File: src/rtl/modulo_temporizador_bcd_pkg.sv
// Shared definitions for the BCD countdown timer: FSM encoding, digit limits
// and the load-value clamp used by both digits.
package modulo_temporizador_bcd_pkg;

    typedef enum logic [1:0] {
        IDLE  = 2'd0,
        RUN   = 2'd1,
        PAUSE = 2'd2,
        DONE  = 2'd3
    } state_t;

    localparam logic [3:0] BCD_MAX = 4'd9;

    function automatic logic [3:0] clamp_digit(input logic [3:0] d, input logic [3:0] mx);
        return (d > mx) ? mx : d;
    endfunction

endpackage

File: src/rtl/modulo_temporizador_bcd_digito.sv
// One BCD down-counting digit: loads a value, decrements on the falling edge
// when enabled, wraps 0 to max_val and reports the borrow to the next digit.
module modulo_digito_bcd_dec (
    input  logic       clk,
    input  logic       clr,
    input  logic       load,
    input  logic [3:0] load_val,
    input  logic       enable,
    input  logic [3:0] max_val,
    input  logic       borrow_in,
    output logic [3:0] value,
    output logic       borrow_out
);

    logic step;

    assign step       = enable && borrow_in;
    // Borrow only on the edge where this digit wraps, so the next digit moves once.
    assign borrow_out = step && (value == 4'd0);

    always_ff @(negedge clk or posedge clr) begin
        if (clr)
            value <= 4'd0;
        else if (load)
            value <= load_val;
        else if (step)
            value <= (value == 4'd0) ? max_val : value - 4'd1;
    end

endmodule

File: src/rtl/modulo_temporizador_bcd.sv
// Two-digit BCD countdown timer with load/start/pause control and a one-cycle
// done pulse; all state moves on the falling edge of clk.
module modulo_temporizador_bcd
    import modulo_temporizador_bcd_pkg::*;
#(
    parameter int TENS_MAX = 9
) (
    input  logic       clk,
    input  logic       clr,
    input  logic       load,
    input  logic [7:0] load_val,
    input  logic       start,
    input  logic       pause,
    input  logic       tick,
    output logic [3:0] units,
    output logic [3:0] tens,
    output logic       running,
    output logic       done
);

    localparam logic [3:0] TENS_MAX_D = 4'(TENS_MAX);

    state_t     state;
    logic       running_q;
    logic       done_q;
    logic       digit_load;
    logic       dec_en;
    logic       units_borrow;
    logic       tens_borrow_unused;
    logic       at_zero;
    logic       at_one;
    logic [3:0] units_ld;
    logic [3:0] tens_ld;

    assign units_ld   = clamp_digit(load_val[3:0], BCD_MAX);
    assign tens_ld    = clamp_digit(load_val[7:4], TENS_MAX_D);
    assign at_zero    = (tens == 4'd0) && (units == 4'd0);
    assign at_one     = (tens == 4'd0) && (units == 4'd1);

    // Load is dead while counting; pause outranks tick on the same edge.
    assign digit_load = load && (state != RUN);
    assign dec_en     = (state == RUN) && tick && !pause && !at_zero;

    modulo_digito_bcd_dec u_units (
        .clk        (clk),
        .clr        (clr),
        .load       (digit_load),
        .load_val   (units_ld),
        .enable     (dec_en),
        .max_val    (BCD_MAX),
        .borrow_in  (1'b1),
        .value      (units),
        .borrow_out (units_borrow)
    );

    modulo_digito_bcd_dec u_tens (
        .clk        (clk),
        .clr        (clr),
        .load       (digit_load),
        .load_val   (tens_ld),
        .enable     (units_borrow),
        .max_val    (TENS_MAX_D),
        .borrow_in  (1'b1),
        .value      (tens),
        .borrow_out (tens_borrow_unused)
    );

    always_ff @(negedge clk or posedge clr) begin
        if (clr) begin
            state     <= IDLE;
            running_q <= 1'b0;
            done_q    <= 1'b0;
        end else begin
            done_q <= 1'b0;
            case (state)
                IDLE, PAUSE: begin
                    if (load) begin
                        state <= IDLE;
                    end else if (pause) begin
                        state <= state;
                    end else if (start) begin
                        if (at_zero) begin
                            state  <= DONE;
                            done_q <= 1'b1;
                        end else begin
                            state     <= RUN;
                            running_q <= 1'b1;
                        end
                    end
                end
                RUN: begin
                    if (pause) begin
                        state     <= PAUSE;
                        running_q <= 1'b0;
                    end else if (tick && at_one) begin
                        // The digits reach 00 on this same edge.
                        state     <= DONE;
                        running_q <= 1'b0;
                        done_q    <= 1'b1;
                    end
                end
                DONE: begin
                    if (load)
                        state <= IDLE;
                end
                default: begin
                    state     <= IDLE;
                    running_q <= 1'b0;
                end
            endcase
        end
    end

    assign running = running_q;
    assign done    = done_q;

endmodule

File: config.mk
export PLATFORM = sky130hd
export DESIGN_NAME = modulo_temporizador_bcd
export DESIGN_NICKNAME = d
export VERILOG_FILES = /design/src/rtl/modulo_temporizador_bcd_pkg.sv /design/src/rtl/modulo_temporizador_bcd_digito.sv /design/src/rtl/modulo_temporizador_bcd.sv
export SDC_FILE = /design/constraint.sdc
export NUM_CORES = 1
export LEC_CHECK = 0
export ABC_CLOCK_PERIOD_IN_PS = 1300
export BUFFER_PORTS_ARGS = -buffer_cell sky130_fd_sc_hd__buf_2
export CAP_MARGIN = 20
export CORE_MARGIN = 2
export CORE_UTILIZATION = 44
export CTS_CLUSTER_DIAMETER = 40
export DETAILED_ROUTE_END_ITERATION = 8
export GPL_TIMING_DRIVEN = 0
export HOLD_SLACK_MARGIN = 0.06
export PLACE_DENSITY = 0.73
export SYNTH_ARGS = -nofsm -noshare
export SYNTH_HDL_FRONTEND = slang
export SYNTH_SLANG_ARGS = --single-unit
File: constraint.sdc
create_clock -name clk -period 1.3 [get_ports clk]
set_input_delay 0.13 -clock clk [delete_from_list [all_inputs] [get_ports clk]]
set_output_delay 0.13 -clock clk [all_outputs]
set_load 0.03 [all_outputs]
==> results.json <==
{
  "insertion_delay_ns": 0.29,
  "cts_num_sinks": 12,
  "clk_path_buf_depth": 2,
  "grt.overflow.total": 0,
  "grt_busiest_layer": "met2",
  "critical-path-top-delay-family": "flip-flops",
  "synthCells": 90,
  "worstSetupPathType": "reg2out",
  "r2r_cells": 6,
  "internal_power_mw": 0.917,
  "grt_util_all_layers_pct": 23.0,
  "top_library_cells_by_usage_in_the_layout_fill_and_taps_aside": "sky130_fd_sc_hd__buf_4 (16), sky130_fd_sc_hd__buf_6 (13), sky130_fd_sc_hd__buf_2 (12), sky130_fd_sc_hd__dfrtn_1 (12), sky130_fd_sc_hd__nor2_1 (10)",
  "dieHeight_um": 45.6,
  "grtUsageMet3_pct": 4.76,
  "worstHoldPathType": "in2async",
  "die-width_um": 45.6,
  "place_hpwl_um": 1290,
  "std_cell_rows": 15,
  "maxSlewViolCount": 0,
  "power_switching_share_pct": 38.0,
  "p_per_area_nw_per_um2": 1150,
  "run_status": "complete, but fails checks",
  "worstSetupStartpoint": "u_units.value[1]$_DFFE_NP0P_",
  "worstPathCellList": "buf_6",
  "crit-reg2reg-capture": "u_tens.value[1]$_DFFE_NP0P_",
  "postSynthNetCount": 104,
  "grt_pass1_vias": 787,
  "flow.area_growth_from_synthesis_pct": 69.3,
  "worst_pin_slew_ns": 0.482,
  "fp.coreArea_um2": 1670,
  "route.final.wire_length_um": 2360,
  "critical_path_buf_inv_count": 1,
  "critical_path_required_ns": 1.17,
  "p_comb_share_pct": 46.3,
  "floorplan.initialDensity_pct": 45.6,
  "ios": 24,
  "final.setup_skew_ns": 0.00343,
  "routed-via-count": 900,
  "ys.flop_type": "sky130_fd_sc_hd__dfrtn_1",
  "failed_checks": "setup timing",
  "mapped_avg_cell_area_um2": 8.47,
  "vdd.ir_drop.worst_uv": 893,
  "clock_tree.htree_level_count": 1,
  "cts_tree": "done",
  "grt_start_max_net_pins": 13,
  "worst_path_max_delay_cell": "sky130_fd_sc_hd__dfrtn_1",
  "yosysWarningCount": 0,
  "fraction_of_power_consumed_by_the_clock_network_pct": 21.0,
  "cts_buffers": 3,
  "met2_usage_pct": 36.9,
  "path_clk_slew_ns": 0.06,
  "dieArea_um2": 2080,
  "synth_area_leader_cell": "sky130_fd_sc_hd__dfrtn_1",
  "io_buffer_count": 23,
  "final.setup.worst_slack_ns": -0.359,
  "max-cap-violations": 0,
  "reg2reg_setup_slack_ns": -0.24,
  "synthDominantCellAreaShare_pct": 39.4,
  "drt_pre_antenna_iters": 6,
  "post_drt_wl_per_cell_um": 15.6,
  "timing.critical_path.to_type": "output port",
  "detail_route.vias_per_cell": 5.96,
  "crit_fanout": 2,
  "drtIter0Drc": 11,
  "arrival_ns": 1.53,
  "reg2reg_from": "u_units.value[2]$_DFFE_NP0P_",
  "number_of_enable_flip_flop_cells_after_synthesis": 0,
  "max_stage_delay_ns": 0.45,
  "unique_masters_post_synth": 31,
  "nets": 149,
  "synth.ff_latch_count": 12,
  "startpoint_type": "flip-flop",
  "final_total_power_mw": 1.48,
  "pwr-share-seq_pct": 32.7,
  "power.static_leakage_nw": 0.570,
  "ant_nets": 0,
  "max_slew_margin_pct": 67.9,
  "final_common_cell": "sky130_fd_sc_hd__buf_4",
  "seq_area_frac_synth_pct": 39.4,
  "detail_route.drc_violations": 0,
  "timing.final.setup_violations": 20,
  "insertedDiodeCount": 0,
  "finish.utilization_pct": 77.2,
  "grt_antenna_before_repair": 0,
  "clk_root_buffer_cell": "sky130_fd_sc_hd__clkbuf_4",
  "timing_hold_violations_final": 0,
  "use_met1_pct": 28.6,
  "globalplace.congestion": 0.819,
  "switching_power_mw": 0.561,
  "async_flop_share_pct": 100,
  "global_route_wire_length_before_repair_um": 3350,
  "synth_top_cells_by_area": "sky130_fd_sc_hd__dfrtn_1 (39%), sky130_fd_sc_hd__nor2_1 (5.4%), sky130_fd_sc_hd__a21oi_1 (5.3%)",
  "mappedNetlistArea_um2": 762,
  "drive_above_1_share_pct": 50.7,
  "unrepaired_setup_endpoints_after_global_routing": "true"
}
==> how the worst max path moves through the flow <==
stage                                   endpoint  slack [ns]  depth (start not counted)
floorplan            u_tens.value[1]$_DFFE_NP0P_       -0.38                          4
global placement    u_units.value[3]$_DFFE_NP0P_       -0.61                          5
detailed placement   u_tens.value[1]$_DFFE_NP0P_       -0.64                          5
CTS                                      tens[0]       -0.34                          1
global route                            units[1]       -0.38                          1
finish                                  units[1]       -0.36                          1
==> through the flow <==
stage | hold WS (ns) | instance area (um2) | TNS, ns | instances | worst slack (ns)
after global placement | 0.433 | 946 | -6.44 | 130 | -0.614
final | 0.385 | 1290 | -4.73 | 151 | -0.359
after CTS | 0.404 | 1220 | -4.42 | 148 | -0.342
after floorplan | 0.513 | 810 | -3.24 | 90 | -0.385
after global routing | 0.429 | 1290 | -5.64 | 151 | -0.375
after detailed placement | 0.440 | 946 | -6.65 | 130 | -0.638
==> synth_stat cells (all sizes together), types with 2 or more instances <==
cell	n
dfrtn	12
nor2	11
nand2	9
a21oi	8
nor3	6
o21ai	5
a31oi	4
inv	4
nand2b	3
nand3	3
clkbuf	2
nor2b	2
nor4	2
o21a	2
o22a	2
o41ai	2
==> power by group through the flow <==
stage / clock network (mW) / logic [mW] / registers, mW
after floorplan: 0 / 0.189 / 0.616
after global placement: 0 / 0.392 / 0.532
after detailed placement: 0 / 0.396 / 0.533
after CTS: 0.306 / 0.622 / 0.481
after global routing: 0.326 / 0.728 / 0.490
final: 0.310 / 0.684 / 0.484
==> registers in the layout, indices dropped and copies added (netlist names) <==
signal         cells
u_tens.value       4
u_units.value      4
state              2
done               1
running            1
==> worst register-to-register path, delay by kind of cell, from the launching register on <==
kind	cells	cell delay (ns)
DFF	1	0.36
buffers and inverters	2	0.30
and+or+nand+nor	3	0.74
AOI/OAI and AO/OA	1	0.16
==> cell families (layout without fill, tap and decap cells) <==
group | Yosys count | after routing | share of synthesized area [%]
AOI/OAI and AO/OA | 27 | 27 | 22.8
xor gates and xnor gates | 1 | 1 | 1.15
DFF | 12 | 12 | 39.4
and+or+nand+nor | 43 | 43 | 32.7
buffers and inverters | 7 | 51 | 3.94
==> layer usage <==
metal  vias up  part of all wire [%]
li1        425                     -
met1       449                    42
met2        21                    53
met3         5                   3.9
met4         0                   1.6
met5         -                     0
==> layout make-up <==
type | count | area [um2]
Multi-Input combinational cell | 71 | 562
Fill cell | 118 | 380
Timing Repair Buffer | 40 | 325
Sequential cell | 12 | 300
Clock buffer | 4 | 36.3
Buffer | 3 | 30.0
Tap cell | 17 | 21.3
Inverter | 4 | 15.0
==> timing repair <==
item                       in CTS  in global routing
setup endpoints to repair      20                 21
setup buffers                  14                  3
pin swaps                       8                  3
hold buffers                    0                  0
gates resized for setup        39                 12
(Power assumes the default switching activity.)
